**src/rtl/renode_ahb_subordinate_pipe.sv**
```systemverilog
// renode_ahb_subordinate_pipe
// AHB-Lite subordinate front-end with a pipelined address/data phase. Writes are
// posted into a small FIFO and drained to a valid/ready backend port; reads wait
// until every posted write has completed, then fetch their data from the backend.
// HSIZE/HADDR are turned into byte strobes, and errors use the two-cycle ERROR
// response.
// Optional feature: define RENODE_AHB_ALIGN_CHECK_EN to answer misaligned or
// oversize beats with ERROR instead of silently aligning them.
module renode_ahb_subordinate_pipe #(
  parameter int ADDR_WIDTH = 32,
  parameter int DATA_WIDTH = 32,
  parameter int WBUF_DEPTH = 4
) (
  input  logic                              HCLK,
  input  logic                              HRESET,
  input  logic                              HSEL,
  input  logic [ADDR_WIDTH-1:0]             HADDR,
  input  logic [1:0]                        HTRANS,
  input  logic                              HWRITE,
  input  logic [2:0]                        HSIZE,
  input  logic [DATA_WIDTH-1:0]             HWDATA,
  input  logic                              HREADY,
  output logic                              HREADYOUT,
  output logic                              HRESP,
  output logic [DATA_WIDTH-1:0]             HRDATA,
  output logic                              req_valid,
  input  logic                              req_ready,
  output logic                              req_write,
  output logic [ADDR_WIDTH-1:0]             req_addr,
  output logic [DATA_WIDTH-1:0]             req_wdata,
  output logic [DATA_WIDTH/8-1:0]           req_strb,
  input  logic                              rsp_valid,
  input  logic [DATA_WIDTH-1:0]             rsp_rdata,
  input  logic                              rsp_error,
  output logic                              wr_error,
  output logic [$clog2(WBUF_DEPTH+1)-1:0]   wbuf_level
);

  localparam int STRB_W = DATA_WIDTH / 8;
  localparam int OFF_W  = $clog2(STRB_W);
  localparam int PTR_W  = $clog2(WBUF_DEPTH);
  localparam int LVL_W  = $clog2(WBUF_DEPTH + 1);

  localparam logic [2:0] S_IDLE     = 3'd0;
  localparam logic [2:0] S_WDATA    = 3'd1;
  localparam logic [2:0] S_RD_DRAIN = 3'd2;
  localparam logic [2:0] S_RD_REQ   = 3'd3;
  localparam logic [2:0] S_RD_WAIT  = 3'd4;
  localparam logic [2:0] S_ERR1     = 3'd5;
  localparam logic [2:0] S_ERR2     = 3'd6;

  localparam logic [1:0] BE_IDLE = 2'd0;
  localparam logic [1:0] BE_REQ  = 2'd1;
  localparam logic [1:0] BE_WAIT = 2'd2;

  logic [2:0]            bus_state;
  logic [1:0]            be_state;

  logic [ADDR_WIDTH-1:0] size_mask;
  logic                  oversize;
  logic [STRB_W-1:0]     lane_mask;
  logic [STRB_W-1:0]     beat_strb;
  logic [ADDR_WIDTH-1:0] beat_addr;
  logic                  beat_bad;
  logic                  take_beat;

  logic [ADDR_WIDTH-1:0] ph_addr;
  logic [STRB_W-1:0]     ph_strb;

  logic [ADDR_WIDTH-1:0] fifo_addr [WBUF_DEPTH];
  logic [DATA_WIDTH-1:0] fifo_data [WBUF_DEPTH];
  logic [STRB_W-1:0]     fifo_strb [WBUF_DEPTH];
  logic [PTR_W-1:0]      wr_ptr;
  logic [PTR_W-1:0]      rd_ptr;
  logic                  fifo_full;
  logic                  fifo_empty;
  logic                  push;
  logic                  pop;
  logic                  can_push;

  logic                  unused_htrans0;

  assign unused_htrans0 = HTRANS[0];

  assign fifo_full  = (wbuf_level == LVL_W'(WBUF_DEPTH));
  assign fifo_empty = (wbuf_level == '0);
  assign pop        = (be_state == BE_REQ) && req_ready && req_write;
  assign can_push   = !fifo_full || pop;
  assign push       = (bus_state == S_WDATA) && can_push;
  assign take_beat  = HSEL && HREADY && HTRANS[1] && HREADYOUT;

  // Decode the live address phase into an aligned address and byte-lane strobes
  always_comb begin
    size_mask = '0;
    for (int b = 0; b < ADDR_WIDTH; b++) size_mask[b] = (b < int'(HSIZE));
    oversize = (int'(HSIZE) > OFF_W);
    lane_mask = '0;
    for (int i = 0; i < STRB_W; i++) lane_mask[i] = oversize || (i < (1 << int'(HSIZE)));
    beat_strb = lane_mask << (HADDR[OFF_W-1:0] & ~size_mask[OFF_W-1:0]);
    beat_addr = HADDR & ~size_mask;
  end

`ifdef RENODE_AHB_ALIGN_CHECK_EN
  assign beat_bad = oversize || (|(HADDR & size_mask));
`else
  assign beat_bad = 1'b0;
`endif

  // Bus-side handshake outputs follow the bus FSM; a full FIFO stalls unless it pops now
  always_comb begin
    HREADYOUT = 1'b1;
    HRESP     = 1'b0;
    case (bus_state)
      S_WDATA:                         HREADYOUT = can_push;
      S_RD_DRAIN, S_RD_REQ, S_RD_WAIT: HREADYOUT = 1'b0;
      S_ERR1: begin
        HREADYOUT = 1'b0;
        HRESP     = 1'b1;
      end
      S_ERR2:                          HRESP = 1'b1;
      default: ;
    endcase
  end

  // Bus FSM: address-phase capture, read sequencing and the ERROR pair
  always_ff @(posedge HCLK) begin
    if (HRESET) begin
      bus_state <= S_IDLE;
      ph_addr   <= '0;
      ph_strb   <= '0;
      HRDATA    <= '0;
    end else begin
      case (bus_state)
        S_RD_DRAIN: if (fifo_empty && be_state == BE_IDLE) bus_state <= S_RD_REQ;
        S_RD_REQ:   if (be_state == BE_REQ && req_ready) bus_state <= S_RD_WAIT;
        S_RD_WAIT: begin
          if (be_state == BE_WAIT && rsp_valid) begin
            if (rsp_error) begin
              bus_state <= S_ERR1;
            end else begin
              HRDATA    <= rsp_rdata;
              bus_state <= S_IDLE;
            end
          end
        end
        S_ERR1:     bus_state <= S_ERR2;
        default: begin
          if (HREADYOUT) begin
            if (!take_beat)   bus_state <= S_IDLE;
            else if (beat_bad) bus_state <= S_ERR1;
            else if (HWRITE)   bus_state <= S_WDATA;
            else               bus_state <= S_RD_DRAIN;
          end
        end
      endcase
      if (take_beat) begin
        ph_addr <= beat_addr;
        ph_strb <= beat_strb;
      end
    end
  end

  // Posted-write FIFO pointers and occupancy; push and pop together keep the level
  always_ff @(posedge HCLK) begin
    if (HRESET) begin
      wr_ptr     <= '0;
      rd_ptr     <= '0;
      wbuf_level <= '0;
    end else begin
      if (push) wr_ptr <= wr_ptr + PTR_W'(1);
      if (pop)  rd_ptr <= rd_ptr + PTR_W'(1);
      case ({push, pop})
        2'b10:   wbuf_level <= wbuf_level + LVL_W'(1);
        2'b01:   wbuf_level <= wbuf_level - LVL_W'(1);
        default: ;
      endcase
    end
  end

  // FIFO storage captures the aligned beat together with the data-phase HWDATA
  always_ff @(posedge HCLK) begin
    if (push) begin
      fifo_addr[wr_ptr] <= ph_addr;
      fifo_data[wr_ptr] <= HWDATA;
      fifo_strb[wr_ptr] <= ph_strb;
    end
  end

  // Backend engine: one outstanding request, FIFO head first, reads only once drained
  always_ff @(posedge HCLK) begin
    if (HRESET) begin
      be_state  <= BE_IDLE;
      req_valid <= 1'b0;
      req_write <= 1'b0;
      req_addr  <= '0;
      req_wdata <= '0;
      req_strb  <= '0;
      wr_error  <= 1'b0;
    end else begin
      wr_error <= 1'b0;
      case (be_state)
        BE_IDLE: begin
          if (!fifo_empty) begin
            req_write <= 1'b1;
            req_addr  <= fifo_addr[rd_ptr];
            req_wdata <= fifo_data[rd_ptr];
            req_strb  <= fifo_strb[rd_ptr];
            req_valid <= 1'b1;
            be_state  <= BE_REQ;
          end else if (bus_state == S_RD_REQ) begin
            req_write <= 1'b0;
            req_addr  <= ph_addr;
            req_wdata <= '0;
            req_strb  <= ph_strb;
            req_valid <= 1'b1;
            be_state  <= BE_REQ;
          end
        end
        BE_REQ: begin
          if (req_ready) begin
            req_valid <= 1'b0;
            be_state  <= BE_WAIT;
          end
        end
        BE_WAIT: begin
          if (rsp_valid) begin
            be_state <= BE_IDLE;
            if (req_write && rsp_error) wr_error <= 1'b1;
          end
        end
        default: be_state <= BE_IDLE;
      endcase
    end
  end

endmodule

```
**config.mk**
```make
export PLATFORM = sky130hd
export DESIGN_NAME = renode_ahb_subordinate_pipe
export DESIGN_NICKNAME = d
export VERILOG_FILES = /design/src/rtl/renode_ahb_subordinate_pipe.sv
export SDC_FILE = /design/constraint.sdc
export NUM_CORES = 1
export LEC_CHECK = 0
export BUFFER_PORTS_ARGS = -buffer_cell sky130_fd_sc_hd__buf_2
export CORE_MARGIN = 1
export CORE_UTILIZATION = 51
export DETAILED_ROUTE_END_ITERATION = 10
export GPL_ROUTABILITY_DRIVEN = 1
export PLACE_DENSITY_LB_ADDON = 0.3
export SLEW_MARGIN = 20
export SYNTH_ARGS = -nofsm -noshare
export SYNTH_HDL_FRONTEND = slang
export SYNTH_SLANG_ARGS = --single-unit
export TNS_END_PERCENT = 1
```
**constraint.sdc**
```tcl
create_clock -name HCLK -period 3.2 [get_ports HCLK]
set_clock_uncertainty 0.05 [all_clocks]
set_input_delay 0.64 -clock HCLK [delete_from_list [all_inputs] [get_ports HCLK]]
set_output_delay 0.64 -clock HCLK [all_outputs]
set_load 0.1 [all_outputs]
```
Word level (Yosys, flattened, before mapping)

Memories as Yosys holds them, arrays and structs flattened. A register that Yosys moved wholly into a read port is not among the register bits.
Cells that the tools add are included.

Register bits after elaboration: 151
RAM bits: 272
Bits of input ports: 109
Logic and storage cells: 125
Memories: 3

Add/subtract/negate cells: 4
Order comparisons: 12
Equality and inequality tests: 18
Shifts and indexed selects: 2
Multiplexer cells: 37
Bitwise gates (word level): 7
Reductions and logical operators: 28

Memories:

| name      | words | width | rd ports | clocked after memory_dff | wr ports | RTL line | source |
|---|---|---|---|---|---|---|---|
| fifo_addr | 4     | 32    | 1        | 1                        | 1        | 70       | `logic [ADDR_WIDTH-1:0] fifo_addr [WBUF_DEPTH];` |
| fifo_data | 4     | 32    | 1        | 1                        | 1        | 71       | `logic [DATA_WIDTH-1:0] fifo_data [WBUF_DEPTH];` |
| fifo_strb | 4     | 4     | 1        | 1                        | 1        | 72       | `logic [STRB_W-1:0] fifo_strb [WBUF_DEPTH];` |

Operators by type and width:

| operator                                                             | number |
|---|---|
| 32-bit 2-to-1 mux                                                    | 4 |
| 3-bit by 32-bit < comparator with 1-bit output, first input constant | 2 |
| 32-bit bitwise AND                                                   | 1 |
| 1-bit by 32-bit < comparator with 1-bit output, first input constant | 1 |
| 2-bit by 32-bit < comparator with 1-bit output, first input constant | 1 |
| 7-bit inverter with 32-bit output                                    | 1 |
| 1-bit by 3-bit << shifter with 32-bit output, first input constant   | 1 |
| 2-bit 2-to-1 mux                                                     | 12 |
| 3-bit 2-to-1 mux                                                     | 5 |
| 3-bit == test, second input constant                                 | 4 |
| 3-bit case mux with 4 select lines                                   | 1 |
| 2-bit inequality test, second input constant                         | 5 |
| 1-bit logical AND                                                    | 9 |
| 3-bit < comparator, first input constant                             | 3 |
| 1-bit 2-to-1 mux                                                     | 9 |
| 3-bit AND reduction                                                  | 3 |
| 4-bit 2-to-1 mux                                                     | 2 |
| 3-bit by 2-bit == test with 1-bit output, second input constant      | 2 |
| 1-bit by 3-bit < comparator with 1-bit output, first input constant  | 2 |
| 2-bit by 3-bit < comparator with 1-bit output, first input constant  | 2 |
| 2-bit case mux with 3 select lines                                   | 1 |
| 3-bit case mux with 2 select lines                                   | 1 |
| 1-bit logical OR                                                     | 5 |
| 5-bit nonzero test                                                   | 1 |
| other kinds (23)                                                     | 30 |

Longest topological paths before layout

Depth in word-level cells: 9
Gate-level depth with buffers: 11
Mapped depth without buffers: 9

Worst setup path before layout

No wires, ideal clock.

Path type: flip-flop to flip-flop
Start: register req_write
End: memory fifo_addr[1][0], enable pin
Arrival time: 3338 ps
Path slack: -621 ps
Stages on the path, launching flop included: 5
Path buffers: 1
Cell sequence: dfxtp_1 nand4b_2 a311oi_2 buf_6 and2_1

Word-level cells in the longest chain between the ends: 5

Ends and longest elaborated chain:

| element                                | RTL line | source |
|---|---|---|
| from (decl)                            | 28       | `output logic req_write,` |
| from (signal assigned)                 | 194      | `req_write <= 1'b0;` |
| from (signal assigned)                 | 204      | `req_write <= 1'b1;` |
| from (signal assigned)                 | 211      | `req_write <= 1'b0;` |
| 1-bit logical AND                      | 87       | `assign pop = (be_state == BE_REQ) && req_ready && req_write;` |
| 1-bit logical OR                       | 88       | `assign can_push = !fifo_full \|\| pop;` |
| 1-bit logical AND                      | 89       | `assign push = (bus_state == S_WDATA) && can_push;` |
| 1-bit 2-to-1 mux                       | 182      | `if (push) begin` |
| 1-bit 2-to-1 mux (not written as such) | 183      | `fifo_addr[wr_ptr] <= ph_addr;` |
| to (decl)                              | 70       |  |

No other way between the ends.

Worst setup path in the final report

Start: register bus_state[1]
End: output HREADYOUT

Word-level cells in the longest chain between the ends: 3

Ends and longest elaborated chain:

| element                                                                   | RTL line | source |
|---|---|---|
| from (decl)                                                               | 56       | `logic [2:0] bus_state;` |
| from (signal assigned)                                                    | 128      | `bus_state <= S_IDLE;` |
| from (signal assigned)                                                    | 134      | `S_RD_DRAIN: if (fifo_empty && be_state == BE_IDLE) bus_state <= S_RD_REQ;` |
| from (signal assigned)                                                    | 135      | `S_RD_REQ: if (be_state == BE_REQ && req_ready) bus_state <= S_RD_WAIT;` |
| 3-bit by 2-bit == test with 1-bit output or 3-bit == test (tied branches) | 113      | `case (bus_state)` |
| 4-bit OR reduction (no line)                                              | --       |  |
| 1-bit case mux with 2 select lines *                                      | 113      |  |
| to (decl)                                                                 | 23       | `output logic HREADYOUT,` |

Every way passes the cells marked *; elsewhere a longest branch is shown, timed or not.

==> results.sh <==
export IMPL_status="complete, no violations"
export IMPL_die_width_um=177.6
export IMPL_synth_ff_type="edfxtp_1"
export IMPL_clock_fmax_mhz=336.5
export IMPL_cp_num_buf_inv=2
export IMPL_synthSimpleGateAreaFrac_pct=7.926
export IMPL_total_power_mw=13.28
export IMPL_ys_ff_latch=425
export IMPL_grt_ovfl_total=0
export IMPL_synthArstFlopShare_pct=0
export IMPL_ant_nets=0
export IMPL_core_area_um2=29950
export IMPL_cts_tree="built"
export IMPL_drive_above_1_share_pct=28.23
export IMPL_grt_start_max_net_pins=59
export IMPL_power_density_nw_per_um2=709.4
export IMPL_crit_chain="or2_1 -> a311oi_2 -> buf_4 -> or2_2 -> buf_12"
export IMPL_synth_top_family_by_area="multiplexers"
export IMPL_antenna_found_initial=4
export IMPL_drt_pre_antenna_iters=5
export IMPL_period_needed_ps=2972
export IMPL_avgSynthCellArea_um2=14.37
export IMPL_dp_cells=1650
export IMPL_vdd_drop_max_v=0.0004718
export IMPL_floorplan_initialDensity_pct=52.49
export IMPL_syn_nets=1209
export IMPL_crit_family="simple AND/OR/NAND/NOR gates"
export IMPL_htree_levels=2
export IMPL_max_stage_delay_ps=440
export IMPL_worst_slew_pin_slew_ps=1052
export IMPL_cp_end_kind="primary output"
export IMPL_clock_sinks=425
export IMPL_area_growth_synth_to_final_pct=19.05
export IMPL_slew_violations=0
export IMPL_hold_slack_ps=281.1
export IMPL_syn_cell_area_um2=15720
export IMPL_rsz0062_at_grt="no"
export IMPL_max_cap_violations=0
export IMPL_yosys_warnings=0
export IMPL_synth_compound_area_share_pct=7.878
export IMPL_drt_iter0_drc=632
export IMPL_grt_pass1_wl_um=52560
export IMPL_cts_max_path_buffers=3
export IMPL_synthMuxAreaShare_pct=9.740
export IMPL_postCtsHoldBufs=0
export IMPL_final_core_util_pct=62.49
export IMPL_fin_nets=1420
export IMPL_die_h_um=177.6
export IMPL_cp_start_kind="flip-flop"
export IMPL_path_class="reg -> out"
export IMPL_cts_root_buf="clkbuf_16"
export IMPL_io_pins=217
export IMPL_synth_fa_ha_area_share_pct=0.5252
export IMPL_layout_cells_non_filler=1732
export IMPL_hold_path_class="in -> reg"
export IMPL_io_buffers=215
export IMPL_drc_errors=0
export IMPL_netlist_instances=1094
export IMPL_setup_violations=0
export IMPL_place_congestion=0.7586
export IMPL_cts_buffers=43
export IMPL_routedWlPerCell_um=19.56
export IMPL_track_usage_pct=21.98
export IMPL_relSlewSlack_pct=29.88
export IMPL_nFillCells=2285
export IMPL_hold_viol_final=0
export IMPL_post_cts_buffers=0
export IMPL_rows=63
export IMPL_insertion_delay_ps=530
export IMPL_cp_max_fo=14
export IMPL_viasPerCell=5.503
export IMPL_seq_area_frac_synth_pct=71.43
export IMPL_synth_edf_count=272
export IMPL_route_vias_total=9531
export IMPL_leakage_nw=6.561
export IMPL_die_area_um2=31540
export IMPL_slowest_stage="a311oi_2"
export IMPL_fin_crit_sh_pct=92.87
export IMPL_cts_resized_gates=0
export IMPL_post_synth_num_cell_types=42
export IMPL_path_clk_slew_ps=60
export IMPL_grt_pass1_vias=9534
export IMPL_cp_required_ps=2510
export IMPL_worstPathArrival_ps=2280
export IMPL_rrSetupSlack_ps=700
export IMPL_hpwl_um=19740
export IMPL_finalWirelength_um=33880
export IMPL_synth_xor_area_share_pct=0.3342
[flip-flops by register name, indices dropped and copies added, names as in the netlist, 16 cells and up, named ones only]
| name | flops |
|---|---|
| fifo_addr | 128 |
| req_wdata | 32 |
| HRDATA | 32 |
| ph_addr | 32 |
| req_addr | 32 |
| fifo_strb | 16 |
| fifo_data | 128 |
[placed cells by master (no fill, tap or decap), drive strengths merged, types with 2 or more instances in the layout]
cell type	n
nand2	175
nor3	6
buf	239
clkinv	16
nor2	94
dfxtp	153
a21oi	112
a31oi	2
xor2	4
clkbuf	60
and2	6
mux4	68
inv	9
ha	5
o21bai	2
and3	3
a311oi	5
a22oi	32
bufinv	2
nand3b	3
nand4b	2
or3	4
o21ai	9
edfxtp	272
or2	2
a211oi	37
nand3	6
xnor2	2
diode	3
[cells by family after synthesis]
group / after synthesis
XOR/XNOR: 6
flip-flops: 425
AND/OR/NAND/NOR: 305
adder cells (fa/ha/maj): 6
AO/OA/AOI/OAI: 202
multiplexers: 68
buffers and inverters: 82
[worst paths after layout]
kind                start                to  cells past startpoint
max          bus_state[1]         HREADYOUT                      5
min            HWDATA[25]  fifo_data[0][25]                      1
max reg2reg  bus_state[1]  fifo_data[2][17]                      5
min reg2reg    HRDATA[13]        HRDATA[13]                      2
[worst register-to-register path, delay by kind of cell (launching register included)]
kind / cells / cell delay, ps
AND/OR/NAND/NOR: 2 / 720
flip-flops: 1 / 430
buffers and inverters: 2 / 520
AO/OA/AOI/OAI: 1 / 440
[through the flow]
| stage | setup slack [ps] | instance area [µm²] | TNS [ps] |
|---|---|---|---|
| 6_report | 228.2 | 18720 | 0 |
| 5_1_grt | 92.14 | 18710 | 0 |
| 3_5_place_dp | 496.1 | 17380 | 0 |
| 3_3_place_gp | 498.7 | 17380 | 0 |
| 4_1_cts | 201.8 | 18710 | 0 |
| 2_1_floorplan | -621.3 | 15730 | -126750 |
[synthesized netlist by cell type (2+ instances only)]
cell type	instances	area share [%]
and2_1	6	0.24
nor2_1	94	2.2
xnor2_1	2	0.11
ha_1	5	0.40
clkbuf_1	50	1.2
o21bai_1	2	0.095
nor3_1	5	0.16
a31oi_1	2	0.080
edfxtp_1	272	52
or3_1	4	0.16
a311oi_1	4	0.22
a22oi_1	32	1.5
mux4_2	68	9.7
and3_1	3	0.12
nand3_1	6	0.19
xor2_1	4	0.22
a211oi_1	37	1.8
a21oi_1	112	3.6
dfxtp_1	153	19
nand3b_1	3	0.14
buf_2	21	0.67
inv_1	9	0.21
nand2_1	175	4.2
o21ai_0	7	0.22
[layer usage]
| metal | vias up | GRT usage (%) | share of wire, % | routed length [µm] |
|---|---|---|---|---|
| li1 | 4491 | - | - | - |
| met1 | 4733 | 27.49 | 41 | 13810 |
| met2 | 256 | 38.31 | 51 | 17280 |
| met3 | 49 | 4.991 | 6.3 | 2146 |
| met4 | 2 | 6.054 | 1.8 | 621 |
| met5 | - | 0 | 0.050 | 17 |
[report_power, final]
| group | switching [mW] | total [mW] | internal, mW |
|---|---|---|---|
| sequential | 0.162 | 6.27 | 6.11 |
| clock | 1.98 | 4.73 | 2.76 |
| combinational | 1.77 | 2.27 | 0.499 |
| total | 3.91 | 13.3 | 9.37 |
[layout make-up]
class,instances,area [µm²],share of cell area (%)
Sequential cell,425,11240,60.04
Multi-Input combinational cell,587,4185,22.36
Timing Repair Buffer,239,1436,7.673
Clock buffer,60,1192,6.370
Tap cell,390,488.0,2.607
Clock inverter,19,137.6,0.7352
Inverter,9,33.78,0.1805
Antenna cell,3,7.507,0.04010
Note: power is estimated with default switching activity, not from simulation.
